File: src/rtl/i2s_rx.sv
// I2S receiver (codec is master): oversamples bclk/lrc/sdat in clk, deserializes MSB-first
// stereo words, emits one left/right pair per frame. Optional sticky overrun: I2S_RX_OVERRUN_EN.
module i2s_rx #(
    parameter int SAMPLE_W    = 16,
    parameter int SYNC_STAGES = 2
) (
    input  logic                clk,
    input  logic                reset,
    input  logic                enable,
    input  logic                bclk,
    input  logic                lrc,
    input  logic                sdat,
    output logic                out_valid,
    input  logic                out_ready,
    output logic [SAMPLE_W-1:0] out_left,
    output logic [SAMPLE_W-1:0] out_right,
    output logic                overrun,
    input  logic                overrun_clr
);

    localparam int CNT_W = $clog2(SAMPLE_W + 1);
    localparam logic [CNT_W-1:0]    CNT_MAX = CNT_W'(SAMPLE_W);
    localparam logic [SAMPLE_W-1:0] MSB_ONE = {1'b1, {(SAMPLE_W-1){1'b0}}};

    typedef enum logic [1:0] {
        ST_HUNT  = 2'd0,
        ST_LEFT  = 2'd1,
        ST_RIGHT = 2'd2
    } state_t;

    logic [SYNC_STAGES-1:0] bclk_sync_q, bclk_sync_d;
    logic [SYNC_STAGES-1:0] lrc_sync_q,  lrc_sync_d;
    logic [SYNC_STAGES-1:0] sdat_sync_q, sdat_sync_d;
    logic                   bclk_last_q, bclk_last_d;
    logic                   lrc_last_q,  lrc_last_d;
    logic [CNT_W-1:0]       bit_cnt_q,   bit_cnt_d;
    logic [SAMPLE_W-1:0]    shift_q,     shift_d;
    state_t                 state_q,     state_d;
    logic [SAMPLE_W-1:0]    left_hold_q, left_hold_d;
    logic [SAMPLE_W-1:0]    right_hold_q, right_hold_d;
    logic                   frame_done_q, frame_done_d;
    logic                   out_valid_q, out_valid_d;
    logic [SAMPLE_W-1:0]    out_left_q,  out_left_d;
    logic [SAMPLE_W-1:0]    out_right_q, out_right_d;
    logic                   overrun_q,   overrun_d;

    logic                   bclk_s;
    logic                   lrc_s;
    logic                   sdat_s;
    logic                   rise_s;
    logic                   trans_s;
    logic                   lrc_fall_s;
    logic                   lrc_rise_s;
    logic [SAMPLE_W-1:0]    shift_cap_s;
    logic                   load_left_s;
    logic                   load_right_s;
    logic                   load_out_s;
    logic                   pop_s;
    logic                   ovf_event_s;

    // Synchronizer chains and bclk edge history.
    always_comb begin
        bclk_sync_d = {bclk_sync_q[SYNC_STAGES-2:0], bclk};
        lrc_sync_d  = {lrc_sync_q[SYNC_STAGES-2:0],  lrc};
        sdat_sync_d = {sdat_sync_q[SYNC_STAGES-2:0], sdat};
        bclk_s      = bclk_sync_q[SYNC_STAGES-1];
        lrc_s       = lrc_sync_q[SYNC_STAGES-1];
        sdat_s      = sdat_sync_q[SYNC_STAGES-1];
        bclk_last_d = bclk_s;
    end

    // Rise / LRC transition decode.
    always_comb begin
        rise_s     = bclk_s & ~bclk_last_q;
        trans_s    = rise_s & (lrc_s != lrc_last_q);
        lrc_fall_s = trans_s & ~lrc_s;
        lrc_rise_s = trans_s & lrc_s;
    end

    // Shift register with the current bit inserted; bits past SAMPLE_W are dropped.
    always_comb begin
        if ((bit_cnt_q < CNT_MAX) && sdat_s) begin
            shift_cap_s = shift_q | (MSB_ONE >> bit_cnt_q);
        end else begin
            shift_cap_s = shift_q;
        end
    end

    // Protocol FSM: next state, hold-register loads and frame strobe.
    always_comb begin
        state_d      = state_q;
        load_left_s  = 1'b0;
        load_right_s = 1'b0;
        frame_done_d = 1'b0;
        if (!enable) begin
            state_d = ST_HUNT;
        end else begin
            case (state_q)
                ST_HUNT: begin
                    if (lrc_fall_s) begin
                        state_d = ST_LEFT;
                    end else begin
                        state_d = ST_HUNT;
                    end
                end
                ST_LEFT: begin
                    if (lrc_rise_s) begin
                        state_d     = ST_RIGHT;
                        load_left_s = 1'b1;
                    end else begin
                        state_d = ST_LEFT;
                    end
                end
                ST_RIGHT: begin
                    if (lrc_fall_s) begin
                        state_d      = ST_LEFT;
                        load_right_s = 1'b1;
                        frame_done_d = 1'b1;
                    end else begin
                        state_d = ST_RIGHT;
                    end
                end
                default: begin
                    state_d = ST_HUNT;
                end
            endcase
        end
    end

    // Deserializer: shift/bit_cnt restart after a transition (the transition bit closes the old slot).
    always_comb begin
        shift_d      = shift_q;
        bit_cnt_d    = bit_cnt_q;
        lrc_last_d   = lrc_last_q;
        left_hold_d  = left_hold_q;
        right_hold_d = right_hold_q;
        if (rise_s) begin
            lrc_last_d = lrc_s;
        end else begin
            lrc_last_d = lrc_last_q;
        end
        if (!enable) begin
            shift_d   = {SAMPLE_W{1'b0}};
            bit_cnt_d = {CNT_W{1'b0}};
        end else if (trans_s) begin
            shift_d   = {SAMPLE_W{1'b0}};
            bit_cnt_d = {CNT_W{1'b0}};
        end else if (rise_s) begin
            shift_d = shift_cap_s;
            if (bit_cnt_q < CNT_MAX) begin
                bit_cnt_d = bit_cnt_q + CNT_W'(1);
            end else begin
                bit_cnt_d = bit_cnt_q;
            end
        end else begin
            shift_d   = shift_q;
            bit_cnt_d = bit_cnt_q;
        end
        if (load_left_s) begin
            left_hold_d = shift_cap_s;
        end else begin
            left_hold_d = left_hold_q;
        end
        if (load_right_s) begin
            right_hold_d = shift_cap_s;
        end else begin
            right_hold_d = right_hold_q;
        end
    end

    // Single-entry output register; a frame arriving while the held pair is unaccepted is dropped.
    always_comb begin
        load_out_s  = frame_done_q & (~out_valid_q | out_ready);
        pop_s       = out_valid_q & out_ready;
        ovf_event_s = frame_done_q & out_valid_q & ~out_ready;
        out_valid_d = out_valid_q;
        out_left_d  = out_left_q;
        out_right_d = out_right_q;
        if (load_out_s) begin
            out_valid_d = 1'b1;
            out_left_d  = left_hold_q;
            out_right_d = right_hold_q;
        end else if (pop_s) begin
            out_valid_d = 1'b0;
        end else begin
            out_valid_d = out_valid_q;
        end
    end

`ifdef I2S_RX_OVERRUN_EN
    // Sticky overrun: a coincident event wins over the clear.
    always_comb begin
        overrun_d = overrun_q;
        if (ovf_event_s) begin
            overrun_d = 1'b1;
        end else if (overrun_clr) begin
            overrun_d = 1'b0;
        end else begin
            overrun_d = overrun_q;
        end
    end
`else
    logic unused_ovf_s;
    assign unused_ovf_s = overrun_clr ^ ovf_event_s;

    // Overrun reporting compiled out; the flag stays low.
    always_comb begin
        overrun_d = 1'b0;
    end
`endif

    // State register with synchronous reset.
    always_ff @(posedge clk) begin
        if (reset) begin
            bclk_sync_q  <= {SYNC_STAGES{1'b0}};
            lrc_sync_q   <= {SYNC_STAGES{1'b0}};
            sdat_sync_q  <= {SYNC_STAGES{1'b0}};
            bclk_last_q  <= 1'b0;
            lrc_last_q   <= 1'b0;
            bit_cnt_q    <= {CNT_W{1'b0}};
            shift_q      <= {SAMPLE_W{1'b0}};
            state_q      <= ST_HUNT;
            left_hold_q  <= {SAMPLE_W{1'b0}};
            right_hold_q <= {SAMPLE_W{1'b0}};
            frame_done_q <= 1'b0;
            out_valid_q  <= 1'b0;
            out_left_q   <= {SAMPLE_W{1'b0}};
            out_right_q  <= {SAMPLE_W{1'b0}};
            overrun_q    <= 1'b0;
        end else begin
            bclk_sync_q  <= bclk_sync_d;
            lrc_sync_q   <= lrc_sync_d;
            sdat_sync_q  <= sdat_sync_d;
            bclk_last_q  <= bclk_last_d;
            lrc_last_q   <= lrc_last_d;
            bit_cnt_q    <= bit_cnt_d;
            shift_q      <= shift_d;
            state_q      <= state_d;
            left_hold_q  <= left_hold_d;
            right_hold_q <= right_hold_d;
            frame_done_q <= frame_done_d;
            out_valid_q  <= out_valid_d;
            out_left_q   <= out_left_d;
            out_right_q  <= out_right_d;
            overrun_q    <= overrun_d;
        end
    end

    assign out_valid = out_valid_q;
    assign out_left  = out_left_q;
    assign out_right = out_right_q;
    assign overrun   = overrun_q;

endmodule

File: config.mk
export PLATFORM = sky130hd
export DESIGN_NAME = i2s_rx
export DESIGN_NICKNAME = d
export VERILOG_FILES = /design/src/rtl/i2s_rx.sv
export SDC_FILE = /design/constraint.sdc
export NUM_CORES = 1
export LEC_CHECK = 0
export BUFFER_PORTS_ARGS = -buffer_cell sky130_fd_sc_hd__buf_2
export CAP_MARGIN = 10
export CORE_UTILIZATION = 50
export CTS_BUF_LIST = sky130_fd_sc_hd__clkbuf_4
export DETAILED_ROUTE_END_ITERATION = 12
export GPL_ROUTABILITY_DRIVEN = 0
export PLACE_DENSITY_LB_ADDON = 0.05
export SETUP_SLACK_MARGIN = 0.4
export SKIP_LAST_GASP = 1
export SYNTH_ARGS = -nofsm -noshare
export SYNTH_HDL_FRONTEND = slang
export SYNTH_SLANG_ARGS = --single-unit
File: constraint.sdc
create_clock -name clk -period 4.3 [get_ports clk]
set_input_delay 0 -clock clk [delete_from_list [all_inputs] [get_ports clk]]
set_output_delay 0 -clock clk [all_outputs]
set_load 0.01 [all_outputs]
==> summary.md, run 1 <==
| Metric | Value |
|---|---|
| Sequential area share after synthesis | `50.1%` |
| CTS root buf | `clkbuf_4` |
| Yosys cell types | `36` |
| Max stage delay on crit path | `710 ps` |
| Global-route wire length before repair | `13700 um` |
| Prevailing post-synth register cell | `dfxtp_1` |
| Worst hold path type | `input pin to register` |
| Clk slew on worst S/H paths | `150 ps` |
| CTS buffer count | `9` |
| Post-synthesis cell area | `3880 um2` |
| Gr usage total | `20.8%` |
| Detailed-route wire length per cell | `15.1 um` |
| EDFF count, synth | `0` |
| Post-synth ARST share | `0%` |
| Vias in the first global route | `2796` |
| Area leader, netlist | `dfxtp_1` |
| Final nets | `454` |
| Worst setup SP type | `register` |
| Clock sink total | `97` |
| Vias/cell | `5.57` |
| Final slew viol count | `0` |
| Cell Pwr Density | `350 nW/um2` |
| Synth area leaders | `dfxtp_1 (50%), a21oi_1 (10%), a211oi_2 (6.5%)` |
| Sum of net half-perimeters after detailed placement | `5280 um` |
| Synth-to-layout area growth | `8.87%` |
| Detail Route Antenna Nets | `0` |
| Syn avg cell area | `9.24 um2` |
| Leakage power | `1.44 nW` |
| Maximum VDD drop | `0.134 mV` |
| Max Clk Rate | `469 MHz` |
| Critical Path Fanout Max | `17` |
| Drt first pass iters | `4` |
| Max-Cap Viols | `0` |
| Synth Warn # | `0` |
| Req. time, crit path | `4600 ps` |
| Post-Synthesis Net Count | `434` |
| Crit path time final | `2130 ps` |
| Clock Tree Buf Depth | `2` |
| H-tree levels | `3` |
| Post CTS Setup Buffer Count | `0` |
| Antenna Cells | `0` |
| Final Skew | `17.3 ps` |
| Initial Utilization | `52.6%` |
| Initial DRC count | `122` |
| Post-cts resize count | `0` |
| RSZ-0062 raised after global routing | `false` |
| DRC viols | `0` |
| # hold bufs at CTS | `7` |
| Largest net degree at the start of global routing | `75` |
| Full die area | `8110 um2` |
| Outcome | `finished, final reports clean` |
| Final Hold Viols | `0` |
| Slew at the pin with the worst max-slew slack | `1190 ps` |
| Core area | `7370 um2` |
| Final-report setup violation count | `0` |
| Initial antenna violation count | `0` |
| Die height | `90.1 um` |
| Design Area, Final | `4220 um2` |
| Die width | `90.1 um` |
| Fraction of final layout cells sized beyond drive strength 1 | `18.2%` |
| Critical Path, Cell by Cell | `and4bb_1, and2_1, a211oi_1` |
| Cell count after synthesis | `420` |
| Worst hold slack | `142 ps` |
| GRT overflow | `0` |
| Worst-Skew Late Latency | `440 ps` |
| Critical path class | `register to register` |
| Setup TNS | `0 ps` |
| Vias | `3023` |
| Worst rel slew slack | `20.6%` |
| Final period util | `49.6%` |
| CP arrival | `2430 ps` |
| Cell row count | `31` |
| Io pins | `42` |
| Total Wirelength | `8180 um` |
| CTS tree | `yes` |
| Yosys reg bits | `97` |
| CP Capture Type | `register` |
| Placed Area | `4000 um2` |
| Synth top area share | `50.1%` |
| Port bufs | `39` |
| Crit-path slowest cell | `and2_1` |
| Fill cell count | `700` |
==> sequential cells by signal, indices dropped and copies added, names as in the netlist, 2 cells and up <==
register      cells
bclk_sync_q       2
bit_cnt_q         5
left_hold_q      16
lrc_sync_q        2
out_left         16
out_right        16
right_hold_q     16
sdat_sync_q       2
shift_q          16
state_q           2
==> metal layers <==
layer	track usage, %	routed length (um)	vias to the layer above
met5	0	0	-
met4	8.47	107	0
met3	3.13	360	9
met2	32.3	3680	58
met1	29.1	4030	1420
li1	-	-	1536
==> cell type report <==
cell class	count	area, um2	area share [%]
Sequential cell	97	1940	46.0
Multi-Input combinational cell	273	1670	39.5
Timing Repair Buffer	51	303	7.17
Tap cell	99	124	2.93
Clock inverter	5	80.1	1.90
Clock buffer	10	75.1	1.78
Inverter	8	30.0	0.711
==> synth_stat cells (2+ instances only) <==
cell type / instances
buf_1: 2
dfxtp_1: 97
a211oi_2: 20
a21oi_1: 81
buf_2: 6
nand2_1: 5
nor3_1: 16
nor2_1: 20
and3b_1: 4
a31oi_1: 5
clkbuf_1: 25
nand3_1: 34
inv_1: 8
nor2b_1: 15
buf_6: 7
o31ai_1: 2
ha_1: 6
o21ai_0: 33
xnor2_1: 2
and4bb_1: 2
nand2b_1: 3
a211oi_1: 13
==> per-stage QoR <==
stage / setup slack, ps / instances / total power [mW] / utilization (%)
after floorplan: 2850 / 420 / 0.954 / -
after global placement: 2210 / 521 / 0.963 / 54.2
after detailed placement: 2190 / 521 / 0.963 / 54.2
after CTS: 2170 / 543 / 1.49 / 57.3
after global routing: 2010 / 543 / 1.54 / 57.3
final: 2170 / 543 / 1.48 / 57.3
==> cell families (layout without fill, tap and decap cells) <==
group	after synthesis	after routing	share of synthesized area (%)
xor gates and xnor gates	2	2	0.452
other	1	1	0.0967
AOI/OAI and AO/OA	157	157	25.5
and+or+nand+nor	107	107	15.1
buffers and inverters	50	74	6.90
adders and majority gates	6	6	1.94
DFF	97	97	50.1
==> where the power goes <==
part,switching (mW),total [mW],internal [mW]
clock network,0.291,0.531,0.240
registers,0.00378,0.906,0.902
logic,0.0278,0.0417,0.0138
total,0.323,1.48,1.16
==> cells in the final DEF (no fill, tap or decap) <==
| cell | synthesis | final |
|---|---|---|
| a211oi_1 | 13 | 13 |
| a211oi_2 | 20 | 20 |
| a21oi_1 | 81 | 81 |
| a31oi_1 | 5 | 5 |
| a41oi_1 | 1 | 1 |
| and2_1 | 1 | 1 |
| and2_4 | 1 | 1 |
| and3b_1 | 4 | 4 |
| and3b_2 | 1 | 1 |
| and4bb_1 | 2 | 2 |
| buf_2 | 6 | 39 |
| buf_4 | 1 | 5 |
| bufinv_16 | 0 | 2 |
| clkbuf_4 | 0 | 10 |
| clkinv_1 | 0 | 1 |
| clkinvlp_4 | 0 | 1 |
| conb_1 | 1 | 1 |
| dfxtp_1 | 97 | 97 |
| dlygate4sd3_1 | 0 | 7 |
| ha_1 | 6 | 6 |
| inv_1 | 8 | 8 |
| inv_6 | 0 | 1 |
| nand2_1 | 5 | 5 |
| nand2b_1 | 3 | 3 |
| nand3_1 | 34 | 34 |
| nand3b_1 | 1 | 1 |
| nand4_1 | 1 | 1 |
| nor2_1 | 20 | 20 |
| nor2b_1 | 15 | 15 |
| nor3_1 | 16 | 16 |
| nor3b_1 | 1 | 1 |
| nor3b_2 | 1 | 1 |
| nor4bb_1 | 1 | 1 |
| o21ai_0 | 33 | 33 |
| o21ai_1 | 1 | 1 |
| o31ai_1 | 2 | 2 |
| o32ai_1 | 1 | 1 |
| xnor2_1 | 2 | 2 |
==> path summary, 6_finish.rpt <==
kind                                      from         endpoint  slack (ps)  depth (start not counted)
worst max register to register   lrc_sync_q[1]  right_hold_q[7]        2170                          3
worst max-delay path             lrc_sync_q[1]  right_hold_q[7]        2170                          3
worst min-delay path                 out_ready     out_left[13]         140                          5
worst min register to register  bclk_sync_q[0]   bclk_sync_q[1]         450                          1
==> worst max-delay path, delay by kind of cell, from the launching register on <==
| family | cells | cell delay [ps] |
|---|---|---|
| and+or+nand+nor | 2 | 1400 |
| DFF | 1 | 430 |
| AOI/OAI and AO/OA | 1 | 160 |
Power figures use the tool's default switching activity.
==> run 2, diff against run 1 <==
clock period = 1.78 ns   (was 4.3 ns; I/O delays follow)
==> summary.md, run 2 (same netlist as run 1, synthesis figures left out) <==
| Metric | Value |
|---|---|
| Post-Place Cells | `529` |
| Cell Pwr Density | `761 nW/um2` |
| CP Capture Type | `register` |
| Largest net degree at the start of global routing | `68` |
| Max-Cap Viols | `0` |
| CTS tree | `yes` |
| Vias/cell | `5.60` |
| Core area | `7370 um2` |
| Max Clk Rate | `740 MHz` |
| RSZ-0062 raised after global routing | `true` |
| Final Skew | `18.0 ps` |
| Initial DRC count | `111` |
| Worst reg2reg setup slack | `430 ps` |
| Total Wirelength | `8390 um` |
| Clock Tree Buf Depth | `2` |
| Detailed-route wire length per cell | `15.2 um` |
| Fill cell count | `659` |
| Vias | `3093` |
| Worst-Skew Late Latency | `450 ps` |
| Hold depth | `5` |
| Initial Utilization | `52.6%` |
| Post CTS Setup Buffer Count | `0` |
| Die height | `90.1 um` |
| Clk slew on worst S/H paths | `150 ps` |
| GRT overflow | `0` |
| CTS buffer count | `9` |
| Critical Path Fanout Max | `5` |
| Commonest non-fill, non-tap cell in the layout | `dfxtp_1` |
| Sum of net half-perimeters after detailed placement | `5350 um` |
| RR Startpoint | `bit_cnt_q[0]` |
| CTS root buf | `clkbuf_4` |
| Die width | `90.1 um` |
| Antenna Cells | `0` |
| R2R cell count | `5` |
| Synth-to-layout area growth | `18.1%` |
| Final slew viol count | `0` |
| Full die area | `8110 um2` |
| Io pins | `42` |
| Final nets | `462` |
| Fin cells | `552` |
| Gr usage total | `21.0%` |
| DRC viols | `0` |
| Initial antenna violation count | `0` |
| Multi-input logic area | `1950 um2` |
| Req. time, crit path | `2120 ps` |
| Drt first pass iters | `4` |
| Commonest non-fill, non-tap cells in the layout | `dfxtp_1 (89), a21oi_1 (72), buf_2 (39)` |
| Port bufs | `39` |
| Final period util | `75.9%` |
| Worst hold path type | `input pin to register` |
| Worst setup SP type | `register` |
| Critical path class | `register to register` |
| CP arrival | `1690 ps` |
| Outcome | `finished, final reports clean` |
| Global-route wire length before repair | `13900 um` |
| Clock sink total | `97` |
| Cell row count | `31` |
| Final Hold Viols | `0` |
| Maximum VDD drop | `0.336 mV` |
| Hold_sp | `out_ready` |
| Setup TNS | `0 ps` |
| Fraction of final layout cells sized beyond drive strength 1 | `29.6%` |
| Detail Route Antenna Nets | `0` |
| H-tree levels | `3` |
| WHS Endpoint | `out_left[0]` |
| Leakage power | `1.51 nW` |
| Crit path time final | `1350 ps` |
| Vias in the first global route | `2820` |
| Final-report setup violation count | `0` |
| Register Area | `1960 um2` |
| Worst r2r dst | `right_hold_q[3]` |
-- run 2: cell count changes in the layout (fill, tap and decap cells not counted), moves of 3 or more --
| cell | change |
|---|---|
| a31oi_1 | -5 |
| a211oi_2 | +4 |
| nor2b_1 | -3 |
| buf_4 | +6 |
| nor2b_4 | +3 |
| and3b_1 | -3 |
| a31oi_4 | +5 |
| dfxtp_2 | +5 |
| dfxtp_1 | -8 |
| dfxtp_4 | +3 |
| and3b_2 | +3 |
| a211oi_1 | -4 |
| a21oi_4 | +9 |
| a21oi_1 | -9 |
-- run 2: critical path: stages, from the launching register on --
cell and delay [ps]:
dfxtp_4 410, inv_2 40, ha_1 180, and3b_2 280, a31oi_4 240, a211oi_2 100
-- run 2: worst max-delay path by stage --
stage / startpoint / to / slack [ps] / cells after the start
global placement: lrc_sync_q[1] / right_hold_q[11] / 190 / 3
floorplan: bit_cnt_q[2] / left_hold_q[4] / 400 / 5
CTS: bit_cnt_q[1] / right_hold_q[14] / 300 / 5
finish: bit_cnt_q[0] / right_hold_q[3] / 430 / 5
global route: bit_cnt_q[1] / shift_q[6] / 370 / 5
detailed placement: lrc_sync_q[1] / right_hold_q[11] / 140 / 3
-- run 2: repair_timing --
item | in CTS | in global routing
endpoints found under the hold margin | 10 | 0
gates cloned | 0 | 0
hold buffers | 7 | 0
setup endpoints to repair | 44 | 47
pin swaps | 2 | 11
resized for setup | 19 | 45
-- run 2: layer usage --
layer  up-vias  global-route usage (%)  routed length (um)
li1       1566                       -                   -
met1      1471                    29.7                4150
met2        48                    31.9                3820
met3         8                    4.31                 330
met4         0                    6.85                  93
met5         -                       0                   0
-- run 2: metrics by stage --
step           cell area, um2  setup slack, ps  utilization, %  total power [mW]  hold WS [ps]
2_1_floorplan            3900              402               -              2.31           128
3_3_place_gp             4090              191            55.5              2.33           207
3_5_place_dp             4090              144            55.5              2.33           216
4_1_cts                  4380              302            59.4              3.51           119
5_1_grt                  4580              368            62.2              3.63           162
6_report                 4580              429            62.2              3.49           135
-- run 2: layout make-up --
| cell class | instances | share of cell area (%) |
|---|---|---|
| Clock buffer | 10 | 1.64 |
| Clock inverter | 6 | 1.45 |
| Inverter | 8 | 0.656 |
| Multi-Input combinational cell | 273 | 42.5 |
| Sequential cell | 97 | 42.8 |
| Tap cell | 99 | 2.70 |
| Timing Repair Buffer | 59 | 8.28 |
-- run 2: report_power, final --
part	internal [mW]	switching [mW]
registers	2.18	0.0100
clock network	0.446	0.737
logic	0.0422	0.0756
